===== src/rtl/mfp_adc_max10_seq_if.sv =====
// Register-port and ADC command/response bundle for mfp_adc_max10_seq.
// slave is the sequencer's view; master is the host/ADC side.
interface mfp_adc_max10_seq_if #(
    parameter int ADDR_WIDTH = 4
);
    logic [ADDR_WIDTH-1:0] read_addr;
    logic                  read_enable;
    logic [31:0]           read_data;
    logic [ADDR_WIDTH-1:0] write_addr;
    logic [31:0]           write_data;
    logic                  write_enable;
    logic                  ADC_C_Valid;
    logic                  ADC_C_SOP;
    logic                  ADC_C_EOP;
    logic [4:0]            ADC_C_Channel;
    logic                  ADC_C_Ready;
    logic                  ADC_R_Valid;
    logic                  ADC_R_SOP;
    logic                  ADC_R_EOP;
    logic [4:0]            ADC_R_Channel;
    logic [11:0]           ADC_R_Data;
    logic                  ADC_Trigger;
    logic                  ADC_Interrupt;

    modport master (
        output read_addr, read_enable, write_addr, write_data, write_enable,
        output ADC_C_Ready, ADC_R_Valid, ADC_R_SOP, ADC_R_EOP, ADC_R_Channel, ADC_R_Data, ADC_Trigger,
        input  read_data, ADC_C_Valid, ADC_C_SOP, ADC_C_EOP, ADC_C_Channel, ADC_Interrupt
    );

    modport slave (
        input  read_addr, read_enable, write_addr, write_data, write_enable,
        input  ADC_C_Ready, ADC_R_Valid, ADC_R_SOP, ADC_R_EOP, ADC_R_Channel, ADC_R_Data, ADC_Trigger,
        output read_data, ADC_C_Valid, ADC_C_SOP, ADC_C_EOP, ADC_C_Channel, ADC_Interrupt
    );
endinterface


===== src/rtl/mfp_adc_max10_seq.sv =====
// Register-mapped MAX10 ADC channel sequencer; command beats held until ADC_C_Ready, no bubbles.
// Define MFP_ADC_AVG_EN to filter stored samples as (3*old+new)/4.
module mfp_adc_max10_seq #(
    parameter int          CH_COUNT   = 7,
    parameter int          DATA_WIDTH = 12,
    parameter int          ADDR_WIDTH = 4,
    parameter logic [39:0] CH_MAP     = 40'({5'd17, 5'd6, 5'd5, 5'd4, 5'd3, 5'd2, 5'd1})
) (
    input logic                CLK,
    input logic                RESETn,
    mfp_adc_max10_seq_if.slave bus
);
    typedef enum logic [1:0] {S_IDLE, S_RUN, S_DONE} state_t;

    state_t                state_q, state_d;
    logic                  en_q, en_d, sc_q, sc_d, te_q, te_d;
    logic                  ie_q, ie_d, if_q, if_d, cm_q, cm_d;
    logic [CH_COUNT-1:0]   admsk_q, admsk_d, nd_q, nd_d, pend_q, pend_d;
    logic                  first_q, first_d, trig_q;
    logic [DATA_WIDTH-1:0] cell_q [CH_COUNT];
    logic [DATA_WIDTH-1:0] cell_d [CH_COUNT];

    logic [CH_COUNT-1:0]   cur_oh;
    logic [2:0]            cur_idx;
    logic [5:0]            cur_bit;
    logic                  last_beat, start, resp_eop, trig_rise;
    logic                  wr_adcs, wr_admsk, wr_adst;
    logic                  c_vld, c_sop, c_eop;
    logic [4:0]            c_ch;
    logic [15:0]           r_data_ext;
    logic [DATA_WIDTH-1:0] sample;
    logic [31:0]           rdata;
    logic                  unused_ok;
`ifdef MFP_ADC_AVG_EN
    logic [DATA_WIDTH+1:0] avg_sum;
`endif

    assign r_data_ext = {4'b0, bus.ADC_R_Data};
    assign sample     = r_data_ext[DATA_WIDTH-1:0];
    assign resp_eop   = bus.ADC_R_Valid & bus.ADC_R_EOP;
    assign trig_rise  = bus.ADC_Trigger & ~trig_q;
    assign wr_adcs    = bus.write_enable && (bus.write_addr == ADDR_WIDTH'(0));
    assign wr_admsk   = bus.write_enable && (bus.write_addr == ADDR_WIDTH'(1));
    assign wr_adst    = bus.write_enable && (bus.write_addr == ADDR_WIDTH'(2));
    assign unused_ok  = ^{bus.ADC_R_SOP, bus.write_data, r_data_ext};

    // Lowest pending cell is serviced first.
    always_comb begin
        cur_idx = '0;
        cur_oh  = '0;
        for (int i = CH_COUNT - 1; i >= 0; i--) begin
            if (pend_q[i]) begin
                cur_idx = 3'(i);
                cur_oh  = CH_COUNT'(1) << i;
            end
        end
        cur_bit   = 6'(cur_idx) * 6'd5;
        last_beat = ((pend_q & (pend_q - CH_COUNT'(1))) == '0);
    end

    always_comb begin
        state_d = state_q;
        pend_d  = pend_q;
        first_d = first_q;
        start   = 1'b0;
        c_vld   = 1'b0;
        c_sop   = 1'b0;
        c_eop   = 1'b0;
        c_ch    = 5'd0;
        case (state_q)
            S_IDLE: begin
                if (en_q && (admsk_q != '0) && (sc_q || (te_q && trig_rise))) begin
                    state_d = S_RUN;
                    pend_d  = admsk_q;
                    first_d = 1'b1;
                    start   = 1'b1;
                end
            end
            S_RUN: begin
                c_vld = 1'b1;
                c_ch  = CH_MAP[cur_bit +: 5];
                c_sop = first_q;
                c_eop = last_beat | ~en_q;
                if (bus.ADC_C_Ready) begin
                    pend_d  = pend_q & ~cur_oh;
                    first_d = 1'b0;
                    if (c_eop) begin
                        state_d = S_DONE;
                        pend_d  = '0;
                    end
                end
            end
            S_DONE: begin
                if (!en_q) begin
                    state_d = S_IDLE;
                end else if (resp_eop) begin
                    if (cm_q && (admsk_q != '0)) begin
                        state_d = S_RUN;
                        pend_d  = admsk_q;
                        first_d = 1'b1;
                        start   = 1'b1;
                    end else begin
                        state_d = S_IDLE;
                    end
                end
            end
            default: state_d = S_IDLE;
        endcase
    end

    always_comb begin
        en_d    = en_q;
        sc_d    = sc_q;
        te_d    = te_q;
        ie_d    = ie_q;
        if_d    = if_q;
        cm_d    = cm_q;
        admsk_d = admsk_q;
        nd_d    = nd_q;
        cell_d  = cell_q;
`ifdef MFP_ADC_AVG_EN
        avg_sum = '0;
`endif
        if (start) sc_d = 1'b0;
        if (wr_adcs) begin
            en_d = bus.write_data[0];
            sc_d = bus.write_data[1];
            te_d = bus.write_data[2];
            ie_d = bus.write_data[3];
            cm_d = bus.write_data[5];
            if (bus.write_data[4]) if_d = 1'b0;
        end
        if (resp_eop && ie_q) if_d = 1'b1;
        if (wr_admsk) admsk_d = bus.write_data[CH_COUNT-1:0];
        if (wr_adst) nd_d = '0;
        // A store in the same cycle as a read or clear leaves ND set.
        for (int i = 0; i < CH_COUNT; i++) begin
            if (bus.read_enable && (bus.read_addr == ADDR_WIDTH'(3 + i))) nd_d[i] = 1'b0;
            if (bus.ADC_R_Valid && (bus.ADC_R_Channel == CH_MAP[5*i +: 5])) begin
`ifdef MFP_ADC_AVG_EN
                avg_sum   = (DATA_WIDTH+2)'(3) * (DATA_WIDTH+2)'(cell_q[i]) + (DATA_WIDTH+2)'(sample);
                cell_d[i] = nd_q[i] ? avg_sum[DATA_WIDTH+1:2] : sample;
`else
                cell_d[i] = sample;
`endif
                nd_d[i] = 1'b1;
            end
        end
    end

    always_comb begin
        rdata = '0;
        if (bus.read_addr == ADDR_WIDTH'(0)) rdata = {26'b0, cm_q, if_q, ie_q, te_q, sc_q, en_q};
        if (bus.read_addr == ADDR_WIDTH'(1)) rdata = 32'(admsk_q);
        if (bus.read_addr == ADDR_WIDTH'(2)) rdata = 32'(nd_q);
        for (int i = 0; i < CH_COUNT; i++) begin
            if (bus.read_addr == ADDR_WIDTH'(3 + i)) rdata = 32'(cell_q[i]);
        end
    end

    assign bus.read_data     = rdata;
    assign bus.ADC_C_Valid   = c_vld;
    assign bus.ADC_C_SOP     = c_sop;
    assign bus.ADC_C_EOP     = c_eop;
    assign bus.ADC_C_Channel = c_ch;
    assign bus.ADC_Interrupt = if_q;

    always_ff @(posedge CLK) begin
        if (!RESETn) begin
            state_q <= S_IDLE;
            en_q    <= 1'b0;
            sc_q    <= 1'b0;
            te_q    <= 1'b0;
            ie_q    <= 1'b0;
            if_q    <= 1'b0;
            cm_q    <= 1'b0;
            admsk_q <= '0;
            nd_q    <= '0;
            pend_q  <= '0;
            first_q <= 1'b0;
            trig_q  <= 1'b0;
            for (int i = 0; i < CH_COUNT; i++) cell_q[i] <= '0;
        end else begin
            state_q <= state_d;
            en_q    <= en_d;
            sc_q    <= sc_d;
            te_q    <= te_d;
            ie_q    <= ie_d;
            if_q    <= if_d;
            cm_q    <= cm_d;
            admsk_q <= admsk_d;
            nd_q    <= nd_d;
            pend_q  <= pend_d;
            first_q <= first_d;
            trig_q  <= bus.ADC_Trigger;
            cell_q  <= cell_d;
        end
    end
endmodule


===== src/flat_wrapper.sv =====
// flat-port wrapper written by rule: the top's interface ports become plain ports
module mfp_adc_max10_seq_flat 
#(
    parameter int          CH_COUNT   = 7,
    parameter int          DATA_WIDTH = 12,
    parameter int          ADDR_WIDTH = 4,
    parameter logic [39:0] CH_MAP     = 40'({5'd17, 5'd6, 5'd5, 5'd4, 5'd3, 5'd2, 5'd1})
)
  (CLK, RESETn, bus_read_addr, bus_read_enable, bus_write_addr, bus_write_data, bus_write_enable, bus_ADC_C_Ready, bus_ADC_R_Valid, bus_ADC_R_SOP, bus_ADC_R_EOP, bus_ADC_R_Channel, bus_ADC_R_Data, bus_ADC_Trigger, bus_read_data, bus_ADC_C_Valid, bus_ADC_C_SOP, bus_ADC_C_EOP, bus_ADC_C_Channel, bus_ADC_Interrupt);
  mfp_adc_max10_seq_if #(.ADDR_WIDTH(ADDR_WIDTH)) bus_i ();
  input logic CLK;
  input logic RESETn;
  input wire logic [$bits(bus_i.read_addr)-1:0] bus_read_addr;
  input wire logic [$bits(bus_i.read_enable)-1:0] bus_read_enable;
  input wire logic [$bits(bus_i.write_addr)-1:0] bus_write_addr;
  input wire logic [$bits(bus_i.write_data)-1:0] bus_write_data;
  input wire logic [$bits(bus_i.write_enable)-1:0] bus_write_enable;
  input wire logic [$bits(bus_i.ADC_C_Ready)-1:0] bus_ADC_C_Ready;
  input wire logic [$bits(bus_i.ADC_R_Valid)-1:0] bus_ADC_R_Valid;
  input wire logic [$bits(bus_i.ADC_R_SOP)-1:0] bus_ADC_R_SOP;
  input wire logic [$bits(bus_i.ADC_R_EOP)-1:0] bus_ADC_R_EOP;
  input wire logic [$bits(bus_i.ADC_R_Channel)-1:0] bus_ADC_R_Channel;
  input wire logic [$bits(bus_i.ADC_R_Data)-1:0] bus_ADC_R_Data;
  input wire logic [$bits(bus_i.ADC_Trigger)-1:0] bus_ADC_Trigger;
  output wire logic [$bits(bus_i.read_data)-1:0] bus_read_data;
  output wire logic [$bits(bus_i.ADC_C_Valid)-1:0] bus_ADC_C_Valid;
  output wire logic [$bits(bus_i.ADC_C_SOP)-1:0] bus_ADC_C_SOP;
  output wire logic [$bits(bus_i.ADC_C_EOP)-1:0] bus_ADC_C_EOP;
  output wire logic [$bits(bus_i.ADC_C_Channel)-1:0] bus_ADC_C_Channel;
  output wire logic [$bits(bus_i.ADC_Interrupt)-1:0] bus_ADC_Interrupt;
  assign bus_i.read_addr = bus_read_addr;
  assign bus_i.read_enable = bus_read_enable;
  assign bus_i.write_addr = bus_write_addr;
  assign bus_i.write_data = bus_write_data;
  assign bus_i.write_enable = bus_write_enable;
  assign bus_i.ADC_C_Ready = bus_ADC_C_Ready;
  assign bus_i.ADC_R_Valid = bus_ADC_R_Valid;
  assign bus_i.ADC_R_SOP = bus_ADC_R_SOP;
  assign bus_i.ADC_R_EOP = bus_ADC_R_EOP;
  assign bus_i.ADC_R_Channel = bus_ADC_R_Channel;
  assign bus_i.ADC_R_Data = bus_ADC_R_Data;
  assign bus_i.ADC_Trigger = bus_ADC_Trigger;
  assign bus_read_data = bus_i.read_data;
  assign bus_ADC_C_Valid = bus_i.ADC_C_Valid;
  assign bus_ADC_C_SOP = bus_i.ADC_C_SOP;
  assign bus_ADC_C_EOP = bus_i.ADC_C_EOP;
  assign bus_ADC_C_Channel = bus_i.ADC_C_Channel;
  assign bus_ADC_Interrupt = bus_i.ADC_Interrupt;
  mfp_adc_max10_seq #(.CH_COUNT(CH_COUNT), .DATA_WIDTH(DATA_WIDTH), .ADDR_WIDTH(ADDR_WIDTH), .CH_MAP(CH_MAP)) u_core (.CLK(CLK), .RESETn(RESETn), .bus(bus_i));
endmodule

===== config.mk =====
export PLATFORM = sky130hd
export DESIGN_NAME = mfp_adc_max10_seq_flat
export DESIGN_NICKNAME = d
export VERILOG_FILES = /design/src/rtl/mfp_adc_max10_seq_if.sv /design/src/rtl/mfp_adc_max10_seq.sv /design/src/flat_wrapper.sv
export SDC_FILE = /design/constraint.sdc
export NUM_CORES = 1
export LEC_CHECK = 0
export ABC_AREA = 1
export BUFFER_PORTS_ARGS = -buffer_cell sky130_fd_sc_hd__buf_2
export CAP_MARGIN = 20
export CORE_MARGIN = 2
export CORE_UTILIZATION = 50
export CTS_CLUSTER_DIAMETER = 150
export DETAILED_ROUTE_END_ITERATION = 8
export PLACE_DENSITY = 0.8
export REMOVE_ABC_BUFFERS = 1
export SLEW_MARGIN = 20
export SYNTH_ARGS = -nofsm -noshare
export SYNTH_HDL_FRONTEND = slang
export SYNTH_SLANG_ARGS = --single-unit

===== constraint.sdc =====
create_clock -name CLK -period 1.5 [get_ports CLK]
set_clock_uncertainty 0.1 [all_clocks]
set_input_delay 0.15 -clock CLK [delete_from_list [all_inputs] [get_ports CLK]]
set_output_delay 0.15 -clock CLK [all_outputs]
set_load 0.1 [all_outputs]

# After elaboration in Yosys (flattened, before gate mapping)
# Index checks and enable logic that the tools add are counted.
# op_classes
addsub	1
multipliers	1
eq_ne	27
n_shift	1
mux	73
bitwise	8
reduce_logical	42
# ops
operator	n
$mux W7	16
$mux W12	7
$shiftx A40 B7 Y5 const A	1
$mux W1	32
$reduce_bool A3 Y1	8
$logic_and A1 B1 Y1	22
$mux W3	7
$pmux W7 S3	1
$eq A4 B3 Y1 const B	4
$eq A5 B3 Y1 const B	3
$and A7 B7 Y7	2
$eq A4 B2 Y1 const B	3
$eq A5 B2 Y1 const B	2
$mux W2	5
$ne A2 B1 Y1 const B	5
$eq A4 B1 Y1 const B	2
$eq A4 B4 Y1 const B	2
$logic_not A4 Y1	2
$logic_not A7 Y1	1
$not A7 Y7	1
$reduce_bool A7 Y1	1
$sub A7 B1 Y7 const B	1
$mul A3 B3 Y6 const B	1
$mux W6	1
other kinds (19)	23
# totals
register_bits	115
in_bits	66
output_inout_bits	41
wordCells	178

# Logic depth before layout (Yosys ltp)
# depth
depth_word	12
mapped_depth	10
ltp_nobuf	10

# Worst setup path after synthesis
# No wires, ideal clock.
# synth_timing
kind	register to output
startpoint	register u_core.pend_q[4]
endpoint	output port bus_ADC_C_Channel[1]
t_arrival_ps	2689
required_time_ps	1250
setup_slack_ps	-1439
stages_incl_launch_ff	9
n_path_buf	0
path_cell_list	dfxtp_1 nor2_1 inv_1 nor2_1 inv_1 a21oi_1 inv_1 ha_1 a21oi_1
# synth_via
elab_chain_len	8
# synth_lines
item	line_no	source
start, declared	mfp_adc_max10_seq.sv:18	logic [CH_COUNT-1:0] admsk_q, admsk_d, nd_q, nd_d, pend_q, pend_d;
start signal, assigned	mfp_adc_max10_seq.sv:193	pend_q <= pend_d;
$mux W3 (5 in series)	mfp_adc_max10_seq.sv:52	if (pend_q[i]) begin
$mul A3 B3 Y6	mfp_adc_max10_seq.sv:57	cur_bit = 6'(cur_idx) * 6'd5;
$shiftx A40 B7 Y5	mfp_adc_max10_seq.sv:81	c_ch = CH_MAP[cur_bit +: 5];
$mux W5	mfp_adc_max10_seq.sv:70	case (state_q)
end, declared	flat_wrapper.sv:29	output wire logic [$bits(bus_i.ADC_C_Channel)-1:0] bus_ADC_C_Channel;
# Every way passes these cells.

# Worst setup path after layout
# layout_timing
startpoint	register u_core.pend_q[4]
endpoint	output port bus_ADC_C_Channel[4]
# The elaborated chain is that of the path after synthesis.

==> metrics.csv <==
stage,metric,value,unit
die,die boundary height,110,um
die,Initial Util,0.518,
global_routing,GRT overflow,0,
sta,final worst-path setup slack,-0.649,ns
synthesis,"EDFF count, synth",0,
placed_design,Port Buffers,59,
sta,unrepaired setup endpoints after global routing,yes,
layout,Area Growth Syn to Fin,45.2,%
global_routing,pin count of the biggest net entering global routing,50,
layout,"commonest non-fill, non-tap cell in the layout",nand2_1,
route,Via Count,6335,
synthesis,sequential share of the synthesized area,0.406,
power_and_ir_drop,Tot Pwr,7.88,mW
power_and_ir_drop,P_leak,3.35,nW
placed_design,dpl ws,-0.417,ns
synthesis,"Async S/R FF share, synth",0,
sta,final-report setup violation count,25,
worst_setup_path,crit path DAT,1.90,ns
worst_setup_path,worst path required time,1.25,ns
sta,final hold vios,0,
synthesis,Netlist cell types,31,
worst_setup_path,R2R cell count,12,
layout,most frequent cells in the layout,"nand2_1 (134), nor2_1 (99), inv_1 (88), a21oi_1 (87)",
route,final wirelength,18500,um
run_status,failing checks,setup timing,
worst_setup_path,max incr delay on CP,0.36,ns
power_and_ir_drop,maximum vdd drop,915,uV
synthesis,"top cells by area, synth","dfxtp_1 (41%), nand2_1 (11%), a21oi_1 (8.5%)",
sta,"Slew Viols, Final",0,
min_path,HP Class,input port to flip-flop,
synthesis,top cell type's share of synthesized area,0.406,
layout,cell area after layout,8220,um2
global_routing,first-pass GRT wire length,27600,um
job,number of max-cap violations,0,
synthesis,dominant synthesized flop cell,dfxtp_1,
worst_setup_path,Worst path top cell family by delay,buffers and inverters,
global_routing,overall routing resource usage,0.275,
global_routing,number of global-route vias before repair,6021,
worst_setup_path,buffers and inverters on the worst path,4,
run_status,status,"complete, but fails checks",
synthesis,Syn Std Cell Area,5660,um2
worst_setup_path,Worst setup EP type,output pin,
placed_design,Final GP Congestion,0.886,
worst_setup_path,WS Path Type,flip-flop to output pin,
worst_setup_path,most numerous cell on the critical path,nor2_4,
die,Die Span X,110,um
route,wire per inst,16.0,um
die,core outline area,10900,um2
placed_design,post-detail-place hpwl,10300,um
min_path,hold path depth,4,
sta,Period minus WS final,2.15,ns
power_and_ir_drop,pwr/cell area,959,nW/um2
worst_setup_path,"Max FO, Critical Path",3,
worst_setup_path,CP max-delay cell,dfxtp_4,
layout,share of cells above drive strength 1,0.326,
synthesis,post-synthesis cell count,843,
synthesis,synth warn,0,
cts,CTS tree,yes,
route,post-detailed-route count of antenna-violating nets,0,
cts,"Reg clk slew, reported paths",0.05,ns
cts,root buf cell,clkbuf_16,
synthesis,#FFs+latches synth,115,
worst_setup_path,Worst path depth,10,
route,Vias per Instance,5.51,
die,number of I/O pins,107,
cts,TritonCTS buffer count,17,
route,1st-iter DRT viols,705,
layout,n_diodes,0,
global_routing,initial antenna violation count,0,
synthesis,"area leader, netlist",dfxtp_1,
worst_setup_path,startpoint types,flip-flop,
cts,clk_lat worst skew,0.41,ns
die,Cell Rows,38,
layout,nets,1066,
route,Detailed Routing Iterations Pass 1,6,
layout,final design utilization,0.752,
die,die area,12200,um2
sta,Final period util,1.43,
sta,TNS Setup,-7.53,ns
synthesis,"Avg Cell Area, Syn",6.72,um2
worst_setup_path,crit path cell chain,nor2_4 > inv_2 > nor2_4 > inv_2 > a21oi_2 > buf_4 > ha_4 > nand2_4 > nor2_4 > buf_12,
placed_design,dpl cell area,6750,um2
cts,CTS max path bufs,2,
route,DRC,0,
cts,htree depth,4,
sta,fmax,465,MHz
cts,CTS Sinks,115,
## path summary, 6_finish.rpt
check                           slack [ns]                  from                   end
worst max-delay path                 -0.65      u_core.pend_q[4]  bus_ADC_C_Channel[4]
worst min register to register        0.34      u_core.cell_q[7]      u_core.cell_q[7]
worst min-delay path                 0.005  bus_ADC_R_Channel[3]     u_core.cell_q[72]
worst max register to register       -0.27      u_core.pend_q[3]      u_core.pend_q[2]
## per-stage QoR
stage	hold WS, ns	cells
after floorplan	0.143	809
after global placement	0.248	1079
after global routing	0.0104	1150
after detailed placement	0.247	1079
final	0.00499	1150
after CTS	0.000831	1141
## power breakdown
part | switching, mW | internal, mW
Sequential | 0.0248 | 3.09
Clock | 1.51 | 2.44
Combinational | 0.603 | 0.222
## registers in the layout, indices dropped and copies added, names as in the netlist
signal,count
u_core.en_q,1
u_core.ie_q,1
u_core.state_q,2
u_core.sc_q,1
u_core.trig_q,1
u_core.cm_q,1
u_core.bus.ADC_Interrupt,1
u_core.pend_q,7
u_core.cell_q,84
u_core.admsk_q,7
u_core.te_q,1
u_core.nd_q,7
u_core.first_q,1
## worst min-delay path, stage by stage
cell and delay (ns):
buf_2 0.12, nor4_4 0.07, nand3_1 0.06, a21oi_1 0.06
## logic make-up (layout without fill, tap and decap cells)
kind of cell	count (synthesis)	after routing	synth area share
other	1	21	0.000662
AND/OR/NAND/NOR	363	363	0.277
adder cells (fa/ha/maj)	3	3	0.00663
buffers and inverters	164	311	0.132
flip-flops	115	115	0.406
AO/OA/AOI/OAI	197	197	0.178
## layout make-up
cell class	instances	area (um2)
multi-input combinational	584	3130
fill	732	2710
sequential	115	2360
timing repair buffer	169	1540
clock buffer	20	467
inverter	110	428
tap	140	175
clock inverter	12	121
## routing by layer
layer  routed length [um]  vias to the layer above  track usage
li1                     -                     2991            -
met1                 7090                     2921        0.310
met2                 9380                      341        0.486
met3                 1230                       82       0.0670
met4                  765                        0        0.131
met5                    0                        -            0
## repair_timing
action                                  4_1_cts  5_1_grt
pin swaps                                    33       56
hold buffers                                 16        0
gates resized for setup                      91      102
endpoints found under the hold margin        33        0
endpoints found under the setup margin       26       28
buffers inserted                             15       10
gates cloned                                  0        1
## Yosys cell counts (2+ instances only)
cell and instances:
nor2_1 119, nand3_4 2, nor3_1 3, o2111ai_1 2
buf_4 24, clkinv_1 3, nand3_1 41, buf_6 4
o211ai_1 5, dfxtp_1 115, nand2_1 166, o21ai_1 9
inv_1 106, buf_2 8, clkbuf_1 17, or2_2 2
nand4_1 22, ha_1 3, o21ai_0 85, a21oi_1 96
Note: power is estimated with default switching activity, not from simulation.
